### src/rtl/rr_bus_arbiter_pkg.sv
// Shared types and command layout for the two-master round-robin bus arbiter.
package rr_bus_arbiter_pkg;

    localparam int unsigned CMD_ADDR_W    = 3;
    localparam int unsigned CMD_DATA_W    = 3;
    localparam int unsigned CMD_W         = CMD_ADDR_W + CMD_DATA_W + 1;
    localparam int unsigned CMD_VALUE_LSB = 0;
    localparam int unsigned CMD_ADDR_LSB  = CMD_DATA_W;
    localparam int unsigned CMD_SEL_BIT   = CMD_ADDR_W + CMD_DATA_W;

    typedef enum logic [1:0] {
        ST_IDLE = 2'd0,
        ST_SEND = 2'd1,
        ST_DONE = 2'd2
    } state_e;

    typedef struct packed {
        logic                  sel;
        logic [CMD_ADDR_W-1:0] addr;
        logic [CMD_DATA_W-1:0] value;
    } cmd_t;

endpackage

### src/rtl/rr_req_slot.sv
// One-deep command slot per master: captures a strobe when free, flags drops when busy.
module rr_req_slot
    import rr_bus_arbiter_pkg::*;
#(
    parameter int unsigned W = CMD_W
) (
    input  logic         clk,
    input  logic         rst_n,
    input  logic         valid_i,
    input  logic [W-1:0] data_i,
    input  logic         clear_i,
    output logic         busy_o,
    output logic         drop_o,
    output logic [W-1:0] cmd_o
);

    logic         pending_q;
    logic         drop_q;
    logic [W-1:0] cmd_q;

    // Clear only happens while pending, so it never races a capture.
    always_ff @(posedge clk or negedge rst_n) begin
        if (!rst_n) begin
            pending_q <= 1'b0;
            drop_q    <= 1'b0;
            cmd_q     <= '0;
        end else begin
            drop_q <= valid_i & pending_q;
            if (clear_i) begin
                pending_q <= 1'b0;
            end else if (valid_i && !pending_q) begin
                pending_q <= 1'b1;
                cmd_q     <= data_i;
            end
        end
    end

    assign busy_o = pending_q;
    assign drop_o = drop_q;
    assign cmd_o  = cmd_q;

endmodule

### src/rtl/rr_bus_arbiter.sv
// Round-robin arbiter sharing one registered slave bus between two masters,
// with valid/ready sequencing and an optional per-transfer timeout.
module rr_bus_arbiter
    import rr_bus_arbiter_pkg::*;
#(
    parameter int unsigned ADDR_W  = CMD_ADDR_W,
    parameter int unsigned DATA_W  = CMD_DATA_W,
    parameter int unsigned TIMEOUT = 8
) (
    input  logic                     clk,
    input  logic                     rst_n,
    input  logic                     in_valid_1,
    input  logic                     in_valid_2,
    input  logic [ADDR_W+DATA_W:0]   data_in_1,
    input  logic [ADDR_W+DATA_W:0]   data_in_2,
    output logic                     busy_1,
    output logic                     busy_2,
    output logic                     drop_1,
    output logic                     drop_2,
    input  logic                     ready_slave1,
    input  logic                     ready_slave2,
    output logic                     valid_slave1,
    output logic                     valid_slave2,
    output logic [ADDR_W-1:0]        addr_out,
    output logic [DATA_W-1:0]        value_out,
    output logic                     handshake_slave1,
    output logic                     handshake_slave2,
    output logic                     grant_id,
    output logic                     timeout_err
);

    localparam int unsigned W        = ADDR_W + DATA_W + 1;
    localparam int unsigned SEL_BIT  = ADDR_W + DATA_W;
    localparam int unsigned ADDR_LSB = DATA_W;
    localparam int unsigned CNT_W    = (TIMEOUT > 1) ? $clog2(TIMEOUT) : 1;

    state_e           state_q;
    logic             ptr_q;
    logic             valid1_q, valid2_q;
    logic [ADDR_W-1:0] addr_q;
    logic [DATA_W-1:0] value_q;
    logic             grant_q;
    logic             hs1_q, hs2_q, to_err_q;
    logic [CNT_W-1:0] cnt_q;

    logic             pend1, pend2;
    logic [W-1:0]     cmd1, cmd2;
    logic             gnt_c, any_c, hs_c, to_hit_c, finish_c;
    logic [W-1:0]     cmd_c;

    rr_req_slot #(.W(W)) u_slot_1 (
        .clk     (clk),
        .rst_n   (rst_n),
        .valid_i (in_valid_1),
        .data_i  (data_in_1),
        .clear_i (finish_c & ~grant_q),
        .busy_o  (pend1),
        .drop_o  (drop_1),
        .cmd_o   (cmd1)
    );

    rr_req_slot #(.W(W)) u_slot_2 (
        .clk     (clk),
        .rst_n   (rst_n),
        .valid_i (in_valid_2),
        .data_i  (data_in_2),
        .clear_i (finish_c & grant_q),
        .busy_o  (pend2),
        .drop_o  (drop_2),
        .cmd_o   (cmd2)
    );

    // Grant selection and end-of-transfer detection.
    always_comb begin
        any_c    = pend1 | pend2;
        gnt_c    = (pend1 && pend2) ? ptr_q : !pend1;
        cmd_c    = gnt_c ? cmd2 : cmd1;
        hs_c     = (state_q == ST_SEND) &&
                   ((valid1_q && ready_slave1) || (valid2_q && ready_slave2));
        to_hit_c = (TIMEOUT != 0) && (state_q == ST_SEND) && !hs_c &&
                   (cnt_q == CNT_W'(TIMEOUT - 1));
        finish_c = hs_c | to_hit_c;
    end

    always_ff @(posedge clk or negedge rst_n) begin
        if (!rst_n) begin
            state_q  <= ST_IDLE;
            ptr_q    <= 1'b0;
            valid1_q <= 1'b0;
            valid2_q <= 1'b0;
            addr_q   <= '0;
            value_q  <= '0;
            grant_q  <= 1'b0;
            hs1_q    <= 1'b0;
            hs2_q    <= 1'b0;
            to_err_q <= 1'b0;
            cnt_q    <= '0;
        end else begin
            hs1_q    <= 1'b0;
            hs2_q    <= 1'b0;
            to_err_q <= 1'b0;
            case (state_q)
                ST_IDLE: begin
                    if (any_c) begin
                        state_q  <= ST_SEND;
                        grant_q  <= gnt_c;
                        addr_q   <= cmd_c[ADDR_LSB +: ADDR_W];
                        value_q  <= cmd_c[0 +: DATA_W];
                        valid1_q <= !cmd_c[SEL_BIT];
                        valid2_q <= cmd_c[SEL_BIT];
                        cnt_q    <= '0;
                    end
                end
                ST_SEND: begin
                    if (finish_c) begin
                        state_q  <= ST_DONE;
                        valid1_q <= 1'b0;
                        valid2_q <= 1'b0;
                        ptr_q    <= !grant_q;
                        if (hs_c) begin
                            hs1_q <= valid1_q;
                            hs2_q <= valid2_q;
                        end else begin
                            to_err_q <= 1'b1;
                        end
                    end else if (TIMEOUT != 0) begin
                        cnt_q <= cnt_q + CNT_W'(1);
                    end
                end
                ST_DONE: state_q <= ST_IDLE;
                default: state_q <= ST_IDLE;
            endcase
        end
    end

    assign valid_slave1     = valid1_q;
    assign valid_slave2     = valid2_q;
    assign addr_out         = addr_q;
    assign value_out        = value_q;
    assign grant_id         = grant_q;
    assign handshake_slave1 = hs1_q;
    assign handshake_slave2 = hs2_q;
    assign timeout_err      = to_err_q;
    assign busy_1           = pend1;
    assign busy_2           = pend2;

endmodule

### config.mk
export PLATFORM = sky130hd
export DESIGN_NAME = rr_bus_arbiter
export DESIGN_NICKNAME = d
export VERILOG_FILES = /design/src/rtl/rr_bus_arbiter_pkg.sv /design/src/rtl/rr_req_slot.sv /design/src/rtl/rr_bus_arbiter.sv
export SDC_FILE = /design/constraint.sdc
export NUM_CORES = 1
export LEC_CHECK = 0
export CAP_MARGIN = 20
export CORE_MARGIN = 1
export CORE_UTILIZATION = 25
export CTS_BUF_LIST = sky130_fd_sc_hd__clkbuf_4 sky130_fd_sc_hd__clkbuf_8
export DETAILED_ROUTE_END_ITERATION = 12
export GPL_ROUTABILITY_DRIVEN = 0
export HOLD_SLACK_MARGIN = 0.08
export PLACE_DENSITY = 0.49
export SYNTH_ARGS = -nofsm -noshare
export SYNTH_HDL_FRONTEND = slang
export SYNTH_SLANG_ARGS = --single-unit
### constraint.sdc
create_clock -name clk -period 3.34 [get_ports clk]
set_clock_uncertainty 0.05 [all_clocks]
set_input_delay 0.668 -clock clk [delete_from_list [all_inputs] [get_ports clk]]
set_output_delay 0.668 -clock clk [all_outputs]
set_load 0.02 [all_outputs]
==> flow_metrics.env <==
export IMPL_status="completed"
export IMPL_worst_setup_path_start_kind="primary input"
export IMPL_ys_types=32
export IMPL_p_sw_uw=720.8
export IMPL_yosys_warnings=0
export IMPL_design_core_area_um2=5921
export IMPL_antenna_found_initial=0
export IMPL_seq_area_frac_synth_pct=58.87
export IMPL_cp_slowest_cell="a311o_1"
export IMPL_drv_slew=0
export IMPL_dr_total_vias=1093
export IMPL_vias_per_cell=4.691
export IMPL_report_final_setup_viol=0
export IMPL_crit_fanout=7
export IMPL_clockRootBuffer="clkbuf_8"
export IMPL_ant_nets=0
export IMPL_crit_arrival_ps=2500
export IMPL_finish_net_count=179
export IMPL_wl_um=3450
export IMPL_p_int_mw=1.264
export IMPL_drcViolationCount=0
export IMPL_start_util_pct=25.85
export IMPL_power_frac_comb_pct=43.5
export IMPL_utilization_pct=34.85
export IMPL_post_cts_buffers=0
export IMPL_ctsResizeCount=0
export IMPL_irDropWorstVdd_v=0.0003842
export IMPL_grt_pass1_wl_um=5934
export IMPL_fin_tns_setup_ps=0
export IMPL_max_slew_margin_rel_pct=48.14
export IMPL_synth_cells=116
export IMPL_first_global_vias=1222
export IMPL_synth_top_family_by_area="multiplexers"
export IMPL_cts_tree="built"
export IMPL_htree_levels=2
export IMPL_cts_hold_buffers=0
export IMPL_synth_main_ff_cell="dfrtp_1"
export IMPL_synth_top_area_cell="dfrtp_1"
export IMPL_first_pass_iters=4
export IMPL_endpoint_kind="flop"
export IMPL_synthAdderAreaFrac_pct=1.635
export IMPL_synthToLayoutAreaGrowth_pct=34.83
export IMPL_antennaDiodeCount=0
export IMPL_wl_met2_um=1603
export IMPL_cts_buffer_depth=2
export IMPL_route_met3_wl_um=218
export IMPL_io_pins=36
export IMPL_die_h_um=80.24
export IMPL_grt_use_total_pct=12.46
export IMPL_ys_top_cells_by_area="dfrtp_1 (59%), mux2_4 (6.9%), mux2_2 (5.2%)"
export IMPL_hold_violations=0
export IMPL_row_count=28
export IMPL_avgSynthCellArea_um2=13.19
export IMPL_topRoutingLayerUsed="met4"
export IMPL_final_common_cell="dfrtp_1"
export IMPL_critical_path_class="in -> reg"
export IMPL_synth_simple_area_share_pct=4.906
export IMPL_dp_hpwl_um=2413
export IMPL_clk_latency_ps=290
export IMPL_grt_max_degree=37
export IMPL_wl_per_cell_um=14.81
export IMPL_synth_edf_count=0
export IMPL_slowest_delay_ps=570
export IMPL_clock_sinks=36
export IMPL_power_frac_clock_pct=16.8
export IMPL_min_path_type="reg -> reg"
export IMPL_worst_pin_slew_ps=772.7
export IMPL_wl_met1_um=1577
export IMPL_syn_nets=138
export IMPL_rsz0062_at_grt="false"
export IMPL_required_ps=3460
export IMPL_synth_seq_cells=36
export IMPL_die_w_um=80.24
export IMPL_cts_buffers=5
export IMPL_yosys_mux_area_fraction_pct=17.33
export IMPL_max_freq_mhz=420.8
export IMPL_synth_top_area_share_pct=58.87
export IMPL_drive_gt1_share_pct=17.09
export IMPL_p_leak_nw=0.9072
export IMPL_maxCapViolations=0
export IMPL_crit_chain="clkdlybuf4s50_1, a221o_1, a311o_1, mux2_4"
export IMPL_finalCritPeriodShare_pct=71.14
export IMPL_period_needed_ps=2376
export IMPL_switching_share_pct=36.32
export IMPL_numPortBuffers=35
export IMPL_seqPwrFrac_pct=39.7
export IMPL_powerDensity_nw_per_um2=961.9
export IMPL_synthesis_area_um2=1530
export IMPL_clk_pin_slew_ps=70
export IMPL_drt_initial_drc_count=59
export IMPL_layout_common_cells="dfrtp_1 (36), clkdlybuf4s50_1 (35), o21ai_0 (12)"
export IMPL_synth_xor_area_share_pct=0
export IMPL_dieArea_um2=6438
export IMPL_async_flop_share_pct=100.0
export IMPL_synth_compound_area_share_pct=14.23
export IMPL_power_mw=1.985
export IMPL_gr_total_overflow=0
## power groups by stage
stage	Sequential (mW)	Clock (mW)	Combinational [mW]
2_1_floorplan	0.832	0	0.497
3_3_place_gp	0.789	0	0.855
3_5_place_dp	0.795	0	0.864
4_1_cts	0.789	0.342	0.877
5_1_grt	0.819	0.364	0.948
6_report	0.787	0.334	0.863
## registers in the layout, indices dropped and copies added, names as in the netlist
name,flops
u_slot_1.cmd_o,7
u_slot_2.cmd_o,7
addr_out,3
cnt_q,3
value_out,3
state_q,2
grant_id,1
handshake_slave1,1
handshake_slave2,1
ptr_q,1
timeout_err,1
u_slot_1.busy_o,1
u_slot_1.drop_o,1
u_slot_2.busy_o,1
u_slot_2.drop_o,1
valid_slave1,1
valid_slave2,1
## cells by family after synthesis
family / after synthesis
flip-flops: 36
adder cells (fa/ha/maj): 2
multiplexers: 22
buffers and inverters: 8
AO/OA/AOI/OAI: 33
AND/OR/NAND/NOR: 15
## worst paths after layout
path                                            from                            end  slack, ps  depth (start not counted)
worst max-delay path                    ready_slave1  u_slot_2.cmd_o[0]$_DFFE_PN0P_        960                          4
worst min-delay path            cnt_q[0]$_DFFE_PN0P_           cnt_q[0]$_DFFE_PN0P_        430                          1
worst max register to register  cnt_q[0]$_DFFE_PN0P_  u_slot_2.cmd_o[0]$_DFFE_PN0P_       1100                          5
worst min register to register  cnt_q[0]$_DFFE_PN0P_           cnt_q[0]$_DFFE_PN0P_        430                          1
max in group asynchronous                      rst_n       value_out[0]$_DFFE_PN0P_       2160                          2
min in group asynchronous                      rst_n       valid_slave2$_DFFE_PN0P_        760                          2
## critical path: cells and delay by family
kind                   cells  cell delay (ps)
AO/OA/AOI/OAI              2              970
multiplexers               1              370
buffers and inverters      1              480
## cell usage after synthesis (2+ instances only)
library cell	instances
a221oi_1	2
nor3_1	3
buf_6	2
mux2_2	7
a21oi_1	5
mux2i_1	7
o22ai_1	2
mux2_4	7
dfrtp_1	36
ha_1	2
nor2_1	4
nand2_1	2
and3_1	2
o21ai_0	12
and2_1	2
inv_1	4
a31o_2	2
## metal layers
layer  vias to the layer above  global-route usage, %
met2                        45                  20.43
met4                         0                  4.286
met3                         8                  3.750
li1                        504                      -
met5                         -                      0
met1                       536                  15.49
## per-stage QoR
step	hold WS, ps	std cells	worst slack, ps	instance area (µm²)
after detailed placement	426.0	225	655.2	1966
after CTS	435.7	233	942.2	2063
after global routing	456.2	233	934.8	2063
after global placement	425.5	225	663.7	1966
after floorplan	322.4	116	1263	1530
final	434.8	233	963.8	2063
## final cells by class
class / count / area (µm²)
fill: 579 / 3857
sequential: 36 / 900.9
multi-input combinational: 72 / 583.1
timing repair buffer: 38 / 372.9
clock buffer: 8 / 97.59
tap: 75 / 93.84
inverter: 4 / 15.01
No activity file was read; power rests on OpenSTA's default activity.
